[src/rtl/lsu_ctrl.sv]
// Load/store sequencer between execute and data_memory: validates a request,
// drives one memory access cycle, then holds an extended response until taken.
//
// state    | meaning
// ---------+---------------------------------------------------------------
// S_IDLE   | ready for a request; decode errors on acceptance
// S_ACCESS | single memory cycle with exactly one enable high
// S_RESP   | response held until resp_ready
module lsu_ctrl #(
  parameter int unsigned MEM_BYTES = 4096
) (
  input  logic        clk,
  input  logic        rst_n,
  input  logic        req_valid,
  output logic        req_ready,
  input  logic        req_write,
  input  logic [2:0]  req_funct3,
  input  logic [63:0] req_addr,
  input  logic [63:0] req_wdata,
  output logic        resp_valid,
  input  logic        resp_ready,
  output logic [63:0] resp_rdata,
  output logic        resp_err,
  output logic [1:0]  resp_err_code,
  output logic [63:0] mem_addr,
  output logic [63:0] mem_wdata,
  output logic        mem_write_en,
  output logic        mem_read_en,
  output logic [2:0]  load_format,
  output logic [1:0]  store_format,
  input  logic [63:0] mem_rdata
);

  typedef enum logic [1:0] {S_IDLE, S_ACCESS, S_RESP} state_t;

  state_t      r_state;
  logic        r_write;
  logic [2:0]  r_funct3;

  logic [2:0]  w_size_m1;
  logic        w_illegal;
  logic        w_misaligned;
  logic [64:0] w_last_byte;
  logic        w_out_of_range;
  logic [1:0]  w_err_code;
  logic [2:0]  w_load_fmt;
  logic [63:0] w_load_ext;

  assign req_ready  = (r_state == S_IDLE);
  assign resp_valid = (r_state == S_RESP);

  always_comb begin
    w_size_m1 = 3'd0;
    case (req_funct3[1:0])
      2'b00: w_size_m1 = 3'd0;
      2'b01: w_size_m1 = 3'd1;
      2'b10: w_size_m1 = 3'd3;
      2'b11: w_size_m1 = 3'd7;
      default: w_size_m1 = 3'd0;
    endcase
  end

  // 65-bit sum so an address near 2^64 cannot wrap back into range
  assign w_last_byte    = {1'b0, req_addr} + {62'd0, w_size_m1};
  assign w_out_of_range = (w_last_byte >= 65'(MEM_BYTES));
  assign w_misaligned   = |(req_addr[2:0] & w_size_m1);
  assign w_illegal      = req_write ? req_funct3[2] : (req_funct3 == 3'b111);
  assign w_load_fmt     = (req_funct3[1:0] == 2'b11) ? 3'b101 : {1'b0, req_funct3[1:0]};

  always_comb begin
    w_err_code = 2'b00;
    if (w_illegal)           w_err_code = 2'b11;
    else if (w_misaligned)   w_err_code = 2'b01;
    else if (w_out_of_range) w_err_code = 2'b10;
  end

  always_comb begin
    w_load_ext = mem_rdata;
    case (r_funct3)
      3'b000: w_load_ext = {{56{mem_rdata[7]}},  mem_rdata[7:0]};
      3'b001: w_load_ext = {{48{mem_rdata[15]}}, mem_rdata[15:0]};
      3'b010: w_load_ext = {{32{mem_rdata[31]}}, mem_rdata[31:0]};
      3'b100: w_load_ext = {56'd0, mem_rdata[7:0]};
      3'b101: w_load_ext = {48'd0, mem_rdata[15:0]};
      3'b110: w_load_ext = {32'd0, mem_rdata[31:0]};
      default: w_load_ext = mem_rdata;
    endcase
  end

  always_ff @(posedge clk or negedge rst_n) begin
    if (!rst_n) begin
      r_state       <= S_IDLE;
      r_write       <= 1'b0;
      r_funct3      <= 3'd0;
      resp_rdata    <= 64'd0;
      resp_err      <= 1'b0;
      resp_err_code <= 2'b00;
      mem_addr      <= 64'd0;
      mem_wdata     <= 64'd0;
      mem_write_en  <= 1'b0;
      mem_read_en   <= 1'b0;
      load_format   <= 3'b000;
      store_format  <= 2'b00;
    end else begin
      case (r_state)
        S_IDLE: begin
          if (req_valid) begin
            r_write    <= req_write;
            r_funct3   <= req_funct3;
            resp_rdata <= 64'd0;
            if (w_err_code != 2'b00) begin
              resp_err      <= 1'b1;
              resp_err_code <= w_err_code;
              r_state       <= S_RESP;
            end else begin
              resp_err      <= 1'b0;
              resp_err_code <= 2'b00;
              mem_addr      <= req_addr;
              mem_wdata     <= req_wdata;
              if (req_write) begin
                store_format <= req_funct3[1:0];
                mem_write_en <= 1'b1;
              end else begin
                load_format  <= w_load_fmt;
                mem_read_en  <= 1'b1;
              end
              r_state <= S_ACCESS;
            end
          end
        end
        S_ACCESS: begin
          mem_write_en <= 1'b0;
          mem_read_en  <= 1'b0;
          if (!r_write) resp_rdata <= w_load_ext;
          r_state <= S_RESP;
        end
        S_RESP: begin
          if (resp_ready) r_state <= S_IDLE;
        end
        default: r_state <= S_IDLE;
      endcase
    end
  end

endmodule
[config.mk]
export PLATFORM = sky130hd
export DESIGN_NAME = lsu_ctrl
export DESIGN_NICKNAME = d
export VERILOG_FILES = /design/src/rtl/lsu_ctrl.sv
export SDC_FILE = /design/constraint.sdc
export NUM_CORES = 1
export LEC_CHECK = 0
export CAP_MARGIN = 10
export CELL_PAD_IN_SITES_DETAIL_PLACEMENT = 0
export CELL_PAD_IN_SITES_GLOBAL_PLACEMENT = 1
export CORE_AREA = 2 2 169 171
export CTS_BUF_LIST = sky130_fd_sc_hd__clkbuf_16
export DETAILED_ROUTE_END_ITERATION = 8
export DIE_AREA = 0 0 171 173
export PLACE_DENSITY_LB_ADDON = 0.1
export SYNTH_ARGS = -nofsm -noshare
export SYNTH_HDL_FRONTEND = slang
export SYNTH_SLANG_ARGS = --single-unit
[constraint.sdc]
create_clock -name clk -period 3.1 [get_ports clk]
set_clock_uncertainty 0.15 [all_clocks]
set_input_delay 0.93 -clock clk [delete_from_list [all_inputs] [get_ports clk]]
set_output_delay 0.93 -clock clk [all_outputs]
set_load 0.03 [all_outputs]
==> summary.txt <==
Status
  – Run status: finished, violations left
  – Failing checks: setup timing

Drt
  – DRC violations left: 0
  – Drt initial violations: 550
  – Vias after detailed routing: 9178
  – Drt wl/cell: 19.0 um
  – DRT Pass-1 Iters: 5
  – Vias per cell: 4.88
  – Routed WL: 35700 um
  – Final ANT Viol Nets: 0

Placement
  – Pre-CTS WS: -2.51 ns
  – Placed Area: 15400 um2
  – Dpl cells: 1804
  – Estimated wirelength of the detail-placed design: 25800 um
  – GPL Wtd Cong: 0.906
  – PortBufs: 403

Synth
  – Mapped Cells: 883
  – Warnings, synthesis: 0
  – Synth area leader: dfrtp_1
  – Top-count cell post-synth: dfrtp_1
  – Post-synthesis mux area share: 0.109
  – Largest family of logic cells by synthesized area: simple AND/OR/NAND/NOR gates
  – Post-synthesis sequential area ratio: 0.543
  – Post-synthesis simple-gate area fraction: 0.186
  – Compound-Gate Fraction of Synth Area: 0.108
  – Top post-synthesis cells by count: dfrtp_1, nand2_1, o21ai_0
  – Avg Cell Area, Syn: 10.9 um2
  – Netlist cell types: 64
  – #FFs+latches synth: 208
  – Largest cells by area after synthesis: dfrtp_1, mux2_1, nand2_1
  – Mapped Area: 9580 um2
  – Post-synthesis xor/xnor area fraction: 0.0146
  – Post-synth top area share: 0.543
  – Async SR Flop Fraction: 1.00
  – Post-synth EDFFs: 0
  – Syn_nets: 1087
  – Synth Area in Adders: 0.00601
  – Primary FF master, synth: dfrtp_1

Power and ir drop
  – Switching part of the total power: 0.243
  – Pleak: 7.77 nW
  – Int Pwr: 4.91 mW
  – Sw power: 1.57 mW
  – Pwr dens: 379 nW/um2
  – Power share of the sequential group: 0.427
  – Clock power frac: 0.437
  – Worst vdd ir: 0.473 mV
  – Comb power frac: 0.136

Worst setup path
  – Critical path class: in2reg
  – Critical-path maximum fanout: 8
  – Critical path arrival: 4.59 ns
  – Required time worst endpoint: 3.33 ns
  – CP Capture Type: register
  – Worst setup SP type: input port
  – Reg2Reg Depth: 9

Finish
  – Proportion of layout cells with a drive suffix above 1: 0.248
  – ANT cells: 0
  – Layout area overhead: 78.2%
  – Fill cells: 2340
  – Final Non-Filler Cells: 1880
  – Finished Cell Area: 17100 um2
  – Nets: 1689
  – Finished Core Util: 0.618

GRT
  – Grt met2 use: 0.388
  – Initial antenna violation count: 2
  – Congestion Overflow GR: 0
  – GR Util met3: 0.0735
  – GRT Util Overall: 0.233
  – Largest net degree at the start of global routing: 80
  – Global-route wire length before repair: 54400 um
  – Met1 usage: 0.292
  – Vias in the first global route: 9532
  – Busiest grt layer: met2

STA
  – Final period util: 1.41
  – Tmin final: 4.36 ns
  – Fmax: 229 MHz
  – Endpoints failing setup: 139
  – Worst-margin pin slew: 1.02 ns
  – Final hold viol count: 0
  – Pins Over Slew Limit: 0
  – PnR worst setup slack: -1.26 ns
  – Relative slew slack: 0.319
  – RSZ-0062 raised after global routing: yes

Clocking
  – Clk root buf: clkbuf_16
  – Clock latency at the later pin of the worst-skew pair: 0.50 ns
  – CTS HTree Levels: 1
  – Max clock buf depth: 3
  – CTS buffer count: 25
  – # hold bufs at CTS: 0
  – CTS tree: yes
  – Clock slew at reported path FFs: 0.06 ns
  – Total clock sinks: 208

Min path
  – Worst hold path type: in2async

Floorplan
  – Starting Density: 0.347
  – Die H: 173 um
  – # IOs: 404
  – Die ar.: 29600 um2
  – Std-Cell Rows: 61
  – Chip Width: 171 um
  – Core box area: 27600 um2

Run
  – Max-Cap Viols: 0
-- path summary, 6_finish.rpt --
check                                from        endpoint  slack (ns)
setup reg to reg               r_state[1]   mem_wdata[53]        0.76
max in group asynchronous           rst_n   mem_wdata[53]        1.75
hold reg to reg            resp_rdata[50]  resp_rdata[50]        0.31
hold / removal                      rst_n  resp_rdata[55]        0.31
setup / recovery            req_funct3[1]   mem_wdata[53]       -1.26
min in group clk           resp_rdata[50]  resp_rdata[50]        0.31
-- cell type report --
cell class / count / area [um2] / area share
repair buffers: 614 / 6010 / 0.352
clock buffers: 25 / 626 / 0.0366
flip-flops and latches: 208 / 5200 / 0.305
clock inverters: 19 / 168 / 0.00982
well taps: 378 / 473 / 0.0277
inverters: 13 / 48.8 / 0.00286
multi-input cells: 623 / 4550 / 0.266
-- power by group through the flow --
stage	Sequential (mW)	Combinational (mW)	Clock [mW]
3_3_place_gp	2.81	0.855	0
6_report	2.77	0.879	2.83
3_5_place_dp	2.81	0.856	0
5_1_grt	2.77	0.954	3.02
4_1_cts	2.77	0.876	2.91
2_1_floorplan	2.81	0.255	0
-- layout by cell type (no fill, tap or decap), types with 15 or more instances in the layout --
cell and instances:
a21o_1 15, a21oi_1 37, buf_4 180, clkbuf_16 27
clkdlybuf4s50_1 396, dfrtp_1 208, mux2_4 78, nand2_1 122
nand3_1 26, nand4_1 25, nor2_1 34, nor2b_1 53
o21ai_0 70
-- critical path: stages --
cell	delay (ns)
buf_8	0.07
or2_4	0.11
ha_4	0.12
inv_2	0.03
fa_2	0.34
nand2b_4	0.16
a2111o_1	0.41
or4_4	0.52
nor4_4	0.16
mux2i_1	0.22
nand4_1	0.10
or4_4	0.57
nor2_4	0.12
buf_12	0.13
buf_12	0.13
buf_16	0.15
mux2_4	0.31
-- sequential cells by signal, summed over array words and instances, names as in the netlist --
register       flops
load_format        3
mem_addr          64
mem_read_en        1
mem_wdata         64
mem_write_en       1
r_funct3           3
r_state            2
r_write            1
resp_err           1
resp_err_code      2
resp_rdata        64
store_format       2
-- layer usage --
metal  share of wire  wire length [um]  vias to the layer above
met1            0.41             14800                     4434
met5         0.00034                12                        -
met2            0.47             16900                      332
met3           0.087              3110                       51
met4           0.026               923                        2
li1                -                 -                     4359
-- cells by family (layout without fill, tap and decap cells) --
family	after synthesis	in the layout
XOR/XNOR	16	16
multiplexers	94	94
flip-flops	208	208
AND/OR/NAND/NOR	341	341
adder cells (fa/ha/maj)	4	4
buffers and inverters	52	671
AO/OA/AOI/OAI	168	168
-- through the flow --
step / power, mW / hold WS (ns) / setup TNS [ns]
2_1_floorplan: 3.06 / 0.315 / -197.96
3_3_place_gp: 3.67 / 0.299 / -319.06
3_5_place_dp: 3.67 / 0.305 / -336.85
4_1_cts: 6.55 / 0.318 / -173.17
5_1_grt: 6.74 / 0.328 / -182.58
6_report: 6.48 / 0.312 / -165.73
-- timing repair --
action / 4_1_cts / 5_1_grt
buffers inserted: 20 / 5
gates cloned: 8 / 3
pin swaps: 12 / 11
setup endpoints to repair: 139 / 139
resized for setup: 96 / 28
No activity file was read; power rests on OpenSTA's default activity.
